[src/rtl/rbm_approx_accum.sv]
// Weighted-sum accumulator for one RBM unit: folds gated 16-bit weights into acc
// through a segmented approximate adder (or an exact one), then offers the sum downstream.

// Segmented approximate adder: 4-bit windows overlapping by 2 bits, carry-in guessed from A.
module iadder_B16_4B (
  input  logic [15:0] a,
  input  logic [15:0] b,
  output logic [15:0] s
);
  assign s[3:0] = a[3:0] + b[3:0];

  // Each window keeps only its upper two sum bits; the low two only feed its carry.
  for (genvar k = 2; k <= 12; k += 2) begin : g_seg
    assign s[k+3:k+2] = 2'((a[k+3:k] + b[k+3:k] + {3'd0, a[k-2]}) >> 2);
  end
endmodule

module rbm_approx_accum #(
  parameter int N_TERMS = 16,
  parameter bit EXACT   = 1'b0
) (
  input  logic        clk,
  input  logic        rst_n,
  input  logic        start,
  input  logic        abort,
  input  logic        in_valid,
  output logic        in_ready,
  input  logic [15:0] in_w,
  input  logic        in_v,
  output logic        out_valid,
  input  logic        out_ready,
  output logic [15:0] out_sum,
  output logic        busy
);
  localparam int CW = $clog2(N_TERMS + 1);

  typedef enum logic [1:0] {IDLE, ACCUM, DONE} state_t;

  state_t        state, state_nxt;
  logic [15:0]   acc, sum;
  logic [CW-1:0] cnt;
  logic          hs, clr, last;

  // Operand order matters for the approximate adder: A is the running sum.
  if (EXACT) begin : g_exact
    assign sum = acc + in_w;
  end else begin : g_approx
    iadder_B16_4B u_add (.a(acc), .b(in_w), .s(sum));
  end

  assign last    = (cnt == CW'(N_TERMS - 1));
  assign out_sum = acc;

  always_ff @(posedge clk or negedge rst_n) begin
    if (!rst_n) state <= IDLE;
    else        state <= state_nxt;
  end

  // Outputs depend on state only, so in_ready/out_valid never see in_valid/out_ready combinationally.
  always_comb begin
    state_nxt = state;
    in_ready  = 1'b0;
    out_valid = 1'b0;
    busy      = 1'b0;
    hs        = 1'b0;
    clr       = 1'b0;
    case (state)
      IDLE: begin
        if (start && !abort) begin
          clr       = 1'b1;
          state_nxt = ACCUM;
        end
      end
      ACCUM: begin
        in_ready = 1'b1;
        busy     = 1'b1;
        hs       = in_valid && !abort;
        if (hs && last) state_nxt = DONE;
      end
      DONE: begin
        out_valid = 1'b1;
        busy      = 1'b1;
        if (out_ready) state_nxt = IDLE;
      end
      default: state_nxt = IDLE;
    endcase
    if (abort) state_nxt = IDLE;
  end

  // acc survives abort on purpose; only a fresh start clears it.
  always_ff @(posedge clk or negedge rst_n) begin
    if (!rst_n) begin
      acc <= '0;
      cnt <= '0;
    end else if (clr) begin
      acc <= '0;
      cnt <= '0;
    end else if (hs) begin
      if (in_v) acc <= sum;
      cnt <= cnt + 1'b1;
    end
  end
endmodule

[config.mk]
export PLATFORM = sky130hd
export DESIGN_NAME = rbm_approx_accum
export DESIGN_NICKNAME = d
export VERILOG_FILES = /design/src/rtl/rbm_approx_accum.sv
export SDC_FILE = /design/constraint.sdc
export NUM_CORES = 1
export LEC_CHECK = 0
export ABC_AREA = 1
export CAP_MARGIN = 25
export CORE_MARGIN = 2
export CORE_UTILIZATION = 35
export CTS_CLUSTER_SIZE = 10
export DETAILED_ROUTE_END_ITERATION = 12
export PLACE_DENSITY = 0.61
export SYNTH_ARGS = -nofsm -noshare
export SYNTH_HDL_FRONTEND = slang
export SYNTH_SLANG_ARGS = --single-unit
[constraint.sdc]
create_clock -name clk -period 2.5 [get_ports clk]
set_clock_uncertainty 0.2 [all_clocks]
set_input_delay 0.25 -clock clk [delete_from_list [all_inputs] [get_ports clk]]
set_output_delay 0.25 -clock clk [all_outputs]
set_load 0.1 [all_outputs]
==> flow_summary.toml <==
[clocking]
tritoncts = "built"
root_buffer = "clkbuf_8"
htree_num_levels = 1
worstSkewPairLatency_ns = 0.27
postCtsHoldBufs = 0
postCtsSetupRepairBufs = 0
reg_clk_slew_reported_paths_ns = 0.09
clock_sink_count = 23
cts_resized = 0
cts_buffers = 3
clk_path_buf_depth = 2

[floorplan]
rows = 25
floorplan.io_pins = 42
die_h_microns = 75.0
floorplan.initialDensity = 0.369
chipWidth_microns = 75.0
die_area_sq_mm = 0.00562
fp.coreArea_sq_mm = 0.00479

[timing]
rsz_0062_raised_after_global_routing = "no"
timing.max_slew.rel_slack = 0.674
final_report_setup_violation_count = 0
totalNegativeSetupSlack_ns = 0
slew_viol_final = 0
hold_violations = 0
final.min_clock_period_ns = 1.82
max_clock_freq_mhz = 548
post-route-period-util = 0.729
final.setup.worst_slack_ns = 0.677
worstMarginPinSlew_ns = 0.487

[synthesis]
post_synth_and_or_nand_nor_area_fraction = 0.355
post_synthesis_cell_area_sq_mm = 0.00176
postSynthNetCount = 295
fraction_of_synthesized_cell_area_taken_by_the_top_area_cell_type = 0.326
xor_xnor_cell_area_share_of_the_yosys_netlist = 0.00993
adder_cell_fraction_of_synth_area = 0.160
synth_top_family_by_area = "simple AND/OR/NAND/NOR gates"
compound_cell_area_share_of_the_yosys_netlist = 0.0716
yosysTopAreaCell = "dfrtp_1"
ys_seq_area_frac = 0.326
synthesis.instances = 250
netlist-cell-type-count = 23
synth.avg_cell_area_sq_um = 7.06
synth_seq_cells = 23
ys_warn_count = 0
netlist_top_cells_area = "dfrtp_1 33%, nand2_1 23%, ha_1 15%"
synthMuxAreaShare = 0

[place]
place.detailed.hpwl_mm = 2.86
finalWeightedCongestion = 0.767
pre_cts_ws_ns = 0.627
placement.io_buffers = 41

[hold_path]
hold_path.class = "input port to asynchronous set/reset pin"

[worst_setup_path]
critPathArrivalTime_ns = 1.37
timing_worst_setup_path_type = "register to primary output"
r2r-start = "state[1]"
endpoint = "in_ready"
setup.worst_path.start_class = "register"
worst-path-max-fanout = 5
critical_path_required_ns = 2.05
regToRegSetupSlack_ns = 0.70
ff2ff_path_depth = 6
crit_path_end_kind = "primary output"
critical_path.reg2reg.endpoint = "out_sum[2]"
cp-startpoint = "state[1]"

[global_route]
grt_antenna_before_repair = 0
grt_first_pass_wirelength_mm = 6.59
first_global_vias = 1568
largest_net_degree_at_the_start_of_global_routing = 24
remaining_global_route_overflow = 0
grt_use_total = 0.149

[final_layout]
finalNetCount = 340
area_growth_syn_to_layout_pct = 27.3
insertedDiodeCount = 0
drive_above_1_share = 0.105

[drt]
routed_wl_mm = 3.73
remaining_drc_errors = 0
detailedRoute.firstPassIterationCount = 4
postRouteAntennaNets = 0
wire_per_inst_microns = 10.3
route.detailed.vias_per_inst = 4.46
num_vias = 1611
detail_route.iter0.violations = 80

[job]
drv_cap = 0

[outcome]
status = "finished, final reports clean"
==> flip-flops by register name, summed over array words and instances (netlist names) <==
signal / cells
cnt: 5
out_sum: 16
state: 2
==> cells in the mapped netlist, drive strengths merged <==
master	instances
buf	2
inv	31
nand2	107
xnor2	1
dfrtp	23
xor2	1
nand3	26
nor3	2
o21ai	5
nand4	1
a21boi	6
ha	21
nand3b	1
nor2	13
a21oi	9
fa	1
==> critical path, cell delays in order (launching register included) <==
cell and delay [ns]:
dfrtp_1 0.41, inv_1 0.10, ha_1 0.26, buf_4 0.33
==> layer usage <==
layer | vias to the layer above | part of all wire | GRT usage | routed length, microns
met3 | 4 | 0.048 | 0.0335 | 177
met1 | 695 | 0.50 | 0.200 | 1880
met4 | 0 | 0.0067 | 0.0298 | 25
li1 | 882 | - | - | -
met5 | - | 0 | 0 | 0
met2 | 30 | 0.44 | 0.248 | 1640
==> layout by cell type (no fill, tap or decap), types with 2 or more instances in the layout <==
master,n
nand3_1,25
nor2_1,11
dfrtp_1,23
clkdlybuf4s50_1,22
ha_1,21
inv_1,29
buf_4,20
a21oi_1,9
inv_2,2
o21ai_0,3
nor2_4,2
nand2_1,106
nor3_1,2
a21boi_0,6
clkbuf_8,3
==> cells by family (layout without fill, tap and decap cells) <==
group,count (synthesis),after routing
and+or+nand+nor,150,150
DFF,23,23
xor gates and xnor gates,2,2
buffers and inverters,33,77
AOI/OAI and AO/OA,20,20
adders and majority gates,22,22
==> how the worst min path moves through the flow <==
stage | startpoint | to | slack, ns
2_1_floorplan | rst_n | cnt[0] | -0.25
3_3_place_gp | out_sum[9] | out_sum[9] | 0.30
3_5_place_dp | out_sum[9] | out_sum[9] | 0.30
4_1_cts | rst_n | cnt[2] | 0.14
5_1_grt | rst_n | cnt[2] | 0.15
6_report | rst_n | cnt[2] | 0.13
==> layout make-up <==
type                       instances  area [sq um]
fill                             495          2540
multi-input combinational        194          1050
sequential                        23           576
timing repair buffer              42           370
inverter                          31           116
tap                               67          83.8
clock buffer                       3          41.3
clock inverter                     1          5.00
==> stage by stage <==
| stage | utilization | instances | cell area (sq um) | hold WS, ns |
|---|---|---|---|---|
| final | 0.469 | 361 | 2250 | 0.127 |
| after global routing | 0.469 | 361 | 2250 | 0.146 |
| after CTS | 0.469 | 361 | 2250 | 0.139 |
| after detailed placement | 0.460 | 357 | 2200 | 0.304 |
| after global placement | 0.460 | 357 | 2200 | 0.300 |
| after floorplan | - | 250 | 1760 | -0.246 |
Power is left out: the tool's default activity adds up to more than one toggle a clock period on the data nets, which glitch-free logic cannot reach.
